`src/rtl/binary_to_gray.sv`:
```
// binary_to_gray: registered binary<->Gray converter with a Gray adjacency monitor.
//
// One word is accepted per cycle under in_valid. The converted word appears on G
// one clock later, qualified by out_valid. adj_ok flags that the Gray-domain view of
// the new result differs in exactly one bit from the previous accepted word of the
// same mode.
//
// Ports:
//   clk        system clock, rising edge
//   rst        synchronous active-high reset
//   in_valid   B and mode are sampled when high
//   mode       0 = binary->Gray, 1 = Gray->binary
//   B          input code word
//   G          converted word (registered, holds while idle)
//   out_valid  G carries the result of the previous cycle's accepted input
//   adj_ok     current result is one bit away from the previous same-mode result
module binary_to_gray #(
   parameter int unsigned WIDTH = 4
) (
   input  logic             clk,
   input  logic             rst,
   input  logic             in_valid,
   input  logic             mode,
   input  logic [WIDTH-1:0] B,
   output logic [WIDTH-1:0] G,
   output logic             out_valid,
   output logic             adj_ok
);

   logic [WIDTH-1:0] bin_to_gray;
   logic [WIDTH-1:0] gray_to_bin;
   logic [WIDTH-1:0] conv;
   logic [WIDTH-1:0] gray_dom;
   logic [WIDTH-1:0] diff;
   logic             acc;
   logic             one_bit;
   logic             adj_next;

   // History of the previous accepted word, always kept in the Gray domain.
   logic [WIDTH-1:0] prev_q;
   logic             prev_mode_q;
   logic             has_prev_q;

   always_comb begin
      bin_to_gray = B ^ (B >> 1);

      // Prefix XOR from the MSB down gives the binary value of a Gray word.
      gray_to_bin = '0;
      acc         = 1'b0;
      for (int i = WIDTH - 1; i >= 0; i--) begin
         acc            = acc ^ B[i];
         gray_to_bin[i] = acc;
      end

      conv     = mode ? gray_to_bin : bin_to_gray;
      // In Gray->binary mode the input itself is the Gray word.
      gray_dom = mode ? B : bin_to_gray;

      diff     = gray_dom ^ prev_q;
      // Exactly one bit set: non-zero and a power of two.
      one_bit  = (diff != '0) && ((diff & (diff - WIDTH'(1))) == '0);
      adj_next = one_bit && has_prev_q && (prev_mode_q == mode);
   end

   always_ff @(posedge clk) begin
      if (rst) begin
         G           <= '0;
         out_valid   <= 1'b0;
         adj_ok      <= 1'b0;
         prev_q      <= '0;
         prev_mode_q <= 1'b0;
         has_prev_q  <= 1'b0;
      end else if (in_valid) begin
         G           <= conv;
         out_valid   <= 1'b1;
         adj_ok      <= adj_next;
         prev_q      <= gray_dom;
         prev_mode_q <= mode;
         has_prev_q  <= 1'b1;
      end else begin
         // Idle: G holds, history is kept.
         out_valid <= 1'b0;
         adj_ok    <= 1'b0;
      end
   end

endmodule

```
`config.mk`:
```
export PLATFORM = sky130hd
export DESIGN_NAME = binary_to_gray
export DESIGN_NICKNAME = d
export VERILOG_FILES = /design/src/rtl/binary_to_gray.sv
export SDC_FILE = /design/constraint.sdc
export NUM_CORES = 1
export LEC_CHECK = 0
export ABC_CLOCK_PERIOD_IN_PS = 1700
export BUFFER_PORTS_ARGS = -buffer_cell sky130_fd_sc_hd__buf_2
export CORE_MARGIN = 4
export CORE_UTILIZATION = 37
export DETAILED_ROUTE_END_ITERATION = 7
export GPL_TIMING_DRIVEN = 0
export SLEW_MARGIN = 30
export SYNTH_ARGS = -nofsm -noshare
export SYNTH_HDL_FRONTEND = slang
export SYNTH_SLANG_ARGS = --single-unit
```
`constraint.sdc`:
```
create_clock -name clk -period 1.7 [get_ports clk]
set_input_delay 0.17 -clock clk [delete_from_list [all_inputs] [get_ports clk]]
set_output_delay 0.17 -clock clk [all_outputs]
set_load 0.02 [all_outputs]
```
# --- Yosys cells after proc, flatten, opt, wreduce, memory -nomap -nowiden ---
# Cells that the tools add are included.
word_totals:
  word_cells: 24
  reg_bits: 12
  inputBits: 8
  out_inout_bits: 6
classes:
  n_reduce_logical: 6
  mux: 3
  n_eq_ne: 1
  addsub: 1
  bitwise_logic: 7
ops:
  columns: ["cell", "n"]
  rows:
  - ["4-bit two-way mux", 2]
  - ["4-bit bitwise AND", 1]
  - ["4-bit logical NOT", 1]
  - ["4-bit nonzero test", 1]
  - ["4-bit by 1-bit subtractor with 4-bit output (second input constant)", 1]
  - ["4-bit by 3-bit XOR with 4-bit output", 1]
  - ["4-bit XOR", 1]
  - ["1-bit logical AND", 3]
  - ["1-bit XOR", 3]
  - ["2-bit OR reduction", 1]
  - ["1-bit == test", 1]
  - ["1-bit two-way mux", 1]
  - ["1-bit NOT", 1]

# --- Longest topological paths before layout ---
# Gate-level depths: netlist (run 1).
depth:
  ltp_word: 9
  mapped_depth: 6
  depth_no_buf: 5

# --- Least setup slack after synthesis (run 1) ---
# Ideal clock, no wire load.
synth_timing:
  kind: "reg-to-reg"
  start: "reg prev_q[0]"
  end: "reg adj_ok"
  arrival_time_ns: 1.264
  path_stages_with_launch: 6
  required_time_ns: 1.579
  period_less_slack_ns: 1.385
  path_buffers: 0
  setup_time_ns: 0.121
  path_slack_ns: 0.315
  cell_sequence: "dfxtp_1 xor2_1 or3_1 o221ai_2 xor2_1 nor4_2"
synth_between:
  elab_chain_cells: 7
  word_cells_on_any_way: 8
  classes_between: "add/sub (1); bitwise (2); reduce/logical (5)"
synth_lines:
  columns: ["item", "line_no", "text"]
  rows:
  - ["start: declaration", "40", "logic [WIDTH-1:0] prev_q;"]
  - ["start signal: assignment", "77", "prev_q <= gray_dom;"]
  - ["4-bit XOR *", "59", "diff = gray_dom ^ prev_q;"]
  - ["4-bit by 1-bit subtractor with 4-bit output", "61", "one_bit = (diff != '0) && ((diff & (diff - WIDTH'(1))) == '0);"]
  - ["4-bit bitwise AND", "61", null]
  - ["4-bit logical NOT", "61", null]
  - ["1-bit logical AND *", "61", null]
  - ["1-bit logical AND * (2 in series)", "62", "adj_next = one_bit && has_prev_q && (prev_mode_q == mode);"]
  - ["end signal: assignment", "76", "adj_ok <= adj_next;"]
  - ["end: declaration", "27", "output logic adj_ok"]
# Mark *: on every way between the ends. The rest lies on a longest branch, timed or not.
# A chain may end at the register's enable or synchronous reset.

# --- Worst setup path after layout (run 1) ---
# Ends and elaborated chain as after synthesis.

==> reports/metrics.yaml, run 1 <==
status:
  outcome: "finished clean"
sta:
  tns_ps: 0
  whs_ps: 195
  post-route-min-period_ps: 1470
  final_max_slew_viol_count: 0
  finalHoldViolations: 0
  finalSetupViolations: 0
  grt_setup_unrepaired: "false"
  fin_crit_sh_pct: 86.4
  fmax_mhz: 681
  worst-slew-pin-transition_ps: 564
  fin_skew_ps: 3.01
  slew_headroom_pct: 62.4
die:
  die_h_um: 51.4
  std_cell_rows: 15
  num_io_pins: 14
  core_region_area_mm2: 0.00176
  die_w_um: 51.4
  die-area_mm2: 0.00265
  start_util_pct: 39.6
routing:
  dr.pass1.iters: 2
  dr_wl_met3_um: 90
  drc: 0
  highest_layer: "met3"
  via_count: 541
  avgRoutedWirePerCell_um: 10.7
  wl_met2_um: 567
  drtIter0Drc: 2
  drt-met1-wl_um: 590
  drtAntennaViolNets: 0
  wl_mm: 1.25
  vias_per_cell: 4.62
global_routing:
  global_route.overflow_total: 0
  grt_max_degree: 11
  grt_pass1_vias: 491
  grt_first_pass_wirelength_mm: 2.17
  antenna_found_initial: 0
  grt_usage_pct: 10.8
clock_network:
  cts_setup_buffers: 0
  cts_resized: 0
  clk_path_buf_depth: 2
  path_clk_slew_ps: 70
  cts-buffers-inserted: 3
  root_buffer: "clkbuf_4"
  clock_latency_ps: 270
  ctsHoldBuffers: 0
  clock-sinks: 11
  cts_tree: "done"
  htree_levels: 1
finish:
  nets: 101
  diodes: 0
  layout-area-overhead-vs-synth_pct: 14.7
  drive_gt1_share_pct: 22.8
  final_cell_mix: "dfxtp_1 (11), nor2_1 (11), xnor2_1 (9), buf_2 (9)"
synthesis:
  yosysWarnings: 0
  syn_area_per_cell_um2: 8.84
  ys_seq_elements: 11
  ys_seq_area_share_pct: 31.5
  yosys.cell_types.count: 30
  synth_nets: 87
  syn_area_um2: 698
  netlist_instances: 79
pwr:
  leakagePower_nw: 0.328
  p_per_area_mw_per_mm2: 794
  vdd_drop_max_v: 0.000546
place:
  dp_hpwl_um: 956
  gp_congestion: 0.723
  port_buffers: 9
worst_setup_path:
  crit_chain: "xor2_1 -> or3_1 -> o221ai_2 -> xor2_1 -> nor4_2"
  critical-path-max-stage-delay_ps: 390
  reg2reg_depth: 5
  path_buf_inv: 0
  required_ps: 1860
  r2r-start: "prev_q[0]"
  cp-start-kind: "flip-flop"
  path_common_cell: "xor2_1"
  slowest_stage: "or3_1"
  crit_family: "simple AND/OR/NAND/NOR gates"
  startpoint: "prev_q[0]"
  worstPathMaxFanout: 4
  r2r_end: "adj_ok"
  endpoint_kind: "flip-flop"
  worstSetupPathType: "reg -> reg"
  arrival_ps: 1630
  r2r_setup_slack_ps: 230
run:
  maxCapViolCount: 0
worst_hold_path:
  hold_path_class: "in -> reg"
  holdPathEnd: "out_valid"
  hold_depth: 2
  min_from: "in_valid"
## where the power goes
part | switching, mW | internal, mW | total, mW
clock | 0.0912 | 0.0909 | 0.182
sequential | 0.0129 | 0.276 | 0.289
combinational | 0.0887 | 0.0765 | 0.165
## final cells by class
type | count | area, um^2
Timing Repair Buffer | 9 | 45.0
Sequential cell | 11 | 220
Inverter | 2 | 7.51
Buffer | 7 | 52.6
Multi-Input combinational cell | 59 | 418
Tap cell | 25 | 31.3
Clock buffer | 4 | 26.3
Fill cell | 194 | 963
## synth_stat cells
| cell | instances | area (um^2) |
|---|---|---|
| a211oi_1 | 3 | 22.5 |
| xor2_1 | 5 | 43.8 |
| nand3b_1 | 1 | 7.51 |
| nand2_1 | 5 | 18.8 |
| buf_1 | 1 | 3.75 |
| o22ai_1 | 1 | 6.26 |
| xnor2_1 | 9 | 78.8 |
| nand2b_1 | 2 | 12.5 |
| nor2b_2 | 1 | 8.76 |
| dfxtp_1 | 11 | 220 |
| nor2_1 | 11 | 41.3 |
| inv_2 | 1 | 3.75 |
| mux2i_1 | 5 | 50.1 |
| or3_1 | 2 | 12.5 |
| clkbuf_1 | 2 | 7.51 |
| o221ai_2 | 1 | 15.0 |
| a32oi_1 | 1 | 8.76 |
| nor2b_1 | 2 | 12.5 |
| and2b_1 | 1 | 7.51 |
| a21oi_1 | 1 | 5.00 |
| nand3_1 | 2 | 10.0 |
| buf_4 | 1 | 7.51 |
| nor4_2 | 1 | 12.5 |
| o21a_1 | 1 | 7.51 |
| nand4_1 | 1 | 6.26 |
| or3b_1 | 1 | 8.76 |
| inv_1 | 1 | 3.75 |
| o21ai_0 | 1 | 5.00 |
| xor2_2 | 1 | 16.3 |
| buf_6 | 3 | 33.8 |
## logic make-up after synthesis
group	count (synthesis)	synth area share, %
and+or+nand+nor	30	22.8
xor gates and xnor gates	15	19.9
DFF	11	31.5
AOI/OAI and AO/OA	9	10.0
buffers and inverters	9	8.60
muxes	5	7.17
## registers in the layout (all words and copies together) (netlist names)
register and flops:
has_prev_q 1, out_valid 1, prev_q 3, G 4, adj_ok 1, prev_mode_q 1
## metal layers
metal,GRT usage [%],vias up
li1,-,287
met1,13.7,242
met2,17.4,12
met3,4.66,0
met4,1.31,0
met5,0,-
## through the flow
| step | utilization, % | instance area, um^2 | cells | power (mW) | setup slack (ps) |
|---|---|---|---|---|---|
| floorplan | - | 698 | 79 | 0.427 | 315 |
| global placement | 43.9 | 774 | 113 | 0.459 | 257 |
| detailed placement | 43.9 | 774 | 113 | 0.461 | 225 |
| CTS | 45.4 | 801 | 117 | 0.646 | 220 |
| global route | 45.4 | 801 | 117 | 0.684 | 123 |
| finish | 45.4 | 801 | 117 | 0.636 | 231 |
## worst max-delay path by stage
stage | end | slack (ps) | cells past startpoint
6_report | adj_ok | 230 | 5
5_1_grt | adj_ok | 120 | 5
4_1_cts | adj_ok | 220 | 5
3_5_place_dp | adj_ok | 230 | 5
3_3_place_gp | adj_ok | 260 | 5
2_1_floorplan | adj_ok | 320 | 5
Power figures use the tool's default switching activity.
==> inputs of run 2 (changes only) <==
--- a/config.mk
+++ b/config.mk
@@ -5,9 +5,8 @@
 export SDC_FILE = /design/constraint.sdc
 export NUM_CORES = 1
 export LEC_CHECK = 0
-export ABC_CLOCK_PERIOD_IN_PS = 1700
+export ABC_CLOCK_PERIOD_IN_PS = 1500
 export BUFFER_PORTS_ARGS = -buffer_cell sky130_fd_sc_hd__buf_2
-export CORE_MARGIN = 4
 export CORE_UTILIZATION = 37
 export DETAILED_ROUTE_END_ITERATION = 7
 export GPL_TIMING_DRIVEN = 0
==> constraint.sdc (replaced) <==
create_clock -name clk -period 1.5 [get_ports clk]
set_input_delay 0.15 -clock clk [delete_from_list [all_inputs] [get_ports clk]]
set_output_delay 0.15 -clock clk [all_outputs]
set_load 0.02 [all_outputs]
==> run 2 against run 1 <==
Effect of this change: power grew 14%; routed wire length increased by 1.5%; largest cell class unchanged; largest power group unchanged; final cell count stayed put; non-clock buffer count is the same; global-route usage increased by 5.0 points; die area decreased by 22%; critical path depth unchanged.
==> reports/metrics.yaml, run 2 (synthesis gave the netlist of run 1 again) <==
die:
  die_w_um: 45.4
  die_h_um: 45.4
  die-area_mm2: 0.00206
  core_region_area_mm2: 0.00175
  start_util_pct: 40.0
  num_io_pins: 14
  std_cell_rows: 15
sta:
  fmax_mhz: 704
  finalHoldViolations: 0
  post-route-min-period_ps: 1420
  fin_crit_sh_pct: 94.7
  tns_ps: 0
  fin_skew_ps: 2.04
  grt_setup_unrepaired: "false"
  finalSetupViolations: 0
  slew_headroom_pct: 59.0
  final_max_slew_viol_count: 0
  worst-slew-pin-transition_ps: 615
routing:
  wl_mm: 1.27
  avgRoutedWirePerCell_um: 10.8
  dr.pass1.iters: 4
  drc: 0
  via_count: 561
  drtIter0Drc: 6
  drtAntennaViolNets: 0
  vias_per_cell: 4.79
worst_setup_path:
  crit_family: "simple AND/OR/NAND/NOR gates"
  r2r_setup_slack_ps: 80
  worstSetupPathType: "reg -> reg"
  slowest_stage: "or3_1"
  critical-path-max-stage-delay_ps: 370
  worstPathMaxFanout: 4
  endpoint_kind: "flip-flop"
  path_buf_inv: 0
  reg2reg_depth: 5
  r2r_end: "adj_ok"
  crit_chain: "xor2_2 -> or3_1 -> o221ai_2 -> xor2_1 -> nor4_2"
  arrival_ps: 1580
  required_ps: 1660
  r2r-start: "prev_q[0]"
  cp-start-kind: "flip-flop"
finish:
  final_common_cell: "nor2_1"
  final_cell_mix: "nor2_1 (11), dfxtp_1 (10), xnor2_1 (9), buf_2 (9)"
  drive_gt1_share_pct: 25.0
  top_register: "G"
  final_cell_area_um2: 810
  layout-area-overhead-vs-synth_pct: 15.9
  nets: 101
  largest_registers: "G: 4 flops, prev_q: 3 flops"
  largest_reg_flops: 4
  diodes: 0
worst_hold_path:
  hold_path_class: "in -> reg"
  min_from: "in_valid"
  hold_depth: 2
  holdPathEnd: "out_valid"
global_routing:
  antenna_found_initial: 0
  global_route.overflow_total: 0
  grt_max_degree: 11
  grt_first_pass_wirelength_mm: 2.33
  grt_usage_pct: 15.8
  grt_pass1_vias: 528
clock_network:
  htree_levels: 1
  clock_latency_ps: 270
  path_clk_slew_ps: 70
  root_buffer: "clkbuf_4"
  clock-sinks: 11
  cts_tree: "done"
  clk_path_buf_depth: 2
  cts_setup_buffers: 0
  cts-buffers-inserted: 3
pwr:
  swShare_pct: 30.5
  total_power_mw: 0.725
  p_per_area_mw_per_mm2: 896
  vdd_drop_max_v: 0.000487
  combPwrFrac_pct: 26.3
  p_int_mw: 0.504
  seqPwrFrac_pct: 45.4
  p_clk_share_pct: 28.4
  power.switching_mw: 0.221
  leakagePower_nw: 0.330
run:
  maxCapViolCount: 0
place:
  port_buffers: 9
  dp_hpwl_um: 940
  gp_congestion: 0.710
  dpl_cell_area_um2: 774
status:
  outcome: "finished clean"
[run 2: metal layers]
layer  up-vias  track usage (%)  wire, um
li1        290                -         -
met1       256             19.8       612
met2        13             24.6       585
met3         2             5.95        57
met4         0             5.45        12
met5         -                0         0
[run 2: final cells by class]
cell class / instances / area (um^2)
fillers: 194 / 936
inverters: 2 / 7.51
multi-input cells: 59 / 425
clock buffers: 4 / 26.3
repair buffers: 9 / 45.0
flip-flops and latches: 11 / 221
plain buffers: 7 / 52.6
well taps: 25 / 31.3
[run 2: metrics by stage]
| stage | util (%) | cells | worst slack [ps] | hold slack, ps |
|---|---|---|---|---|
| floorplan | - | 79 | 115 | 304 |
| global placement | 44.4 | 113 | 59.4 | 445 |
| detailed placement | 44.4 | 113 | 30.0 | 458 |
| CTS | 45.9 | 117 | 15.2 | 182 |
| global route | 46.4 | 117 | 26.0 | 206 |
| finish | 46.4 | 117 | 79.3 | 187 |
[run 2: worst max path at each step]
stage | start | to | slack, ps | depth (start not counted)
finish | prev_q[0] | adj_ok | 80 | 5
global route | prev_q[0] | adj_ok | 30 | 5
CTS | prev_q[0] | adj_ok | 20 | 5
detailed placement | prev_q[0] | adj_ok | 30 | 5
global placement | prev_q[0] | adj_ok | 60 | 5
floorplan | prev_q[0] | adj_ok | 120 | 5
[run 2: what timing repair did]
item | 4_1_cts | 5_1_grt
hold buffers | 0 | 0
resized for setup | 0 | 2
setup endpoints to repair | 0 | 1
[run 2: power groups by stage]
stage	clock network [mW]	registers, mW	logic [mW]
6_report	0.206	0.329	0.190
3_5_place_dp	0	0.335	0.189
4_1_cts	0.210	0.328	0.190
5_1_grt	0.225	0.333	0.213
2_1_floorplan	0	0.344	0.140
3_3_place_gp	0	0.333	0.186
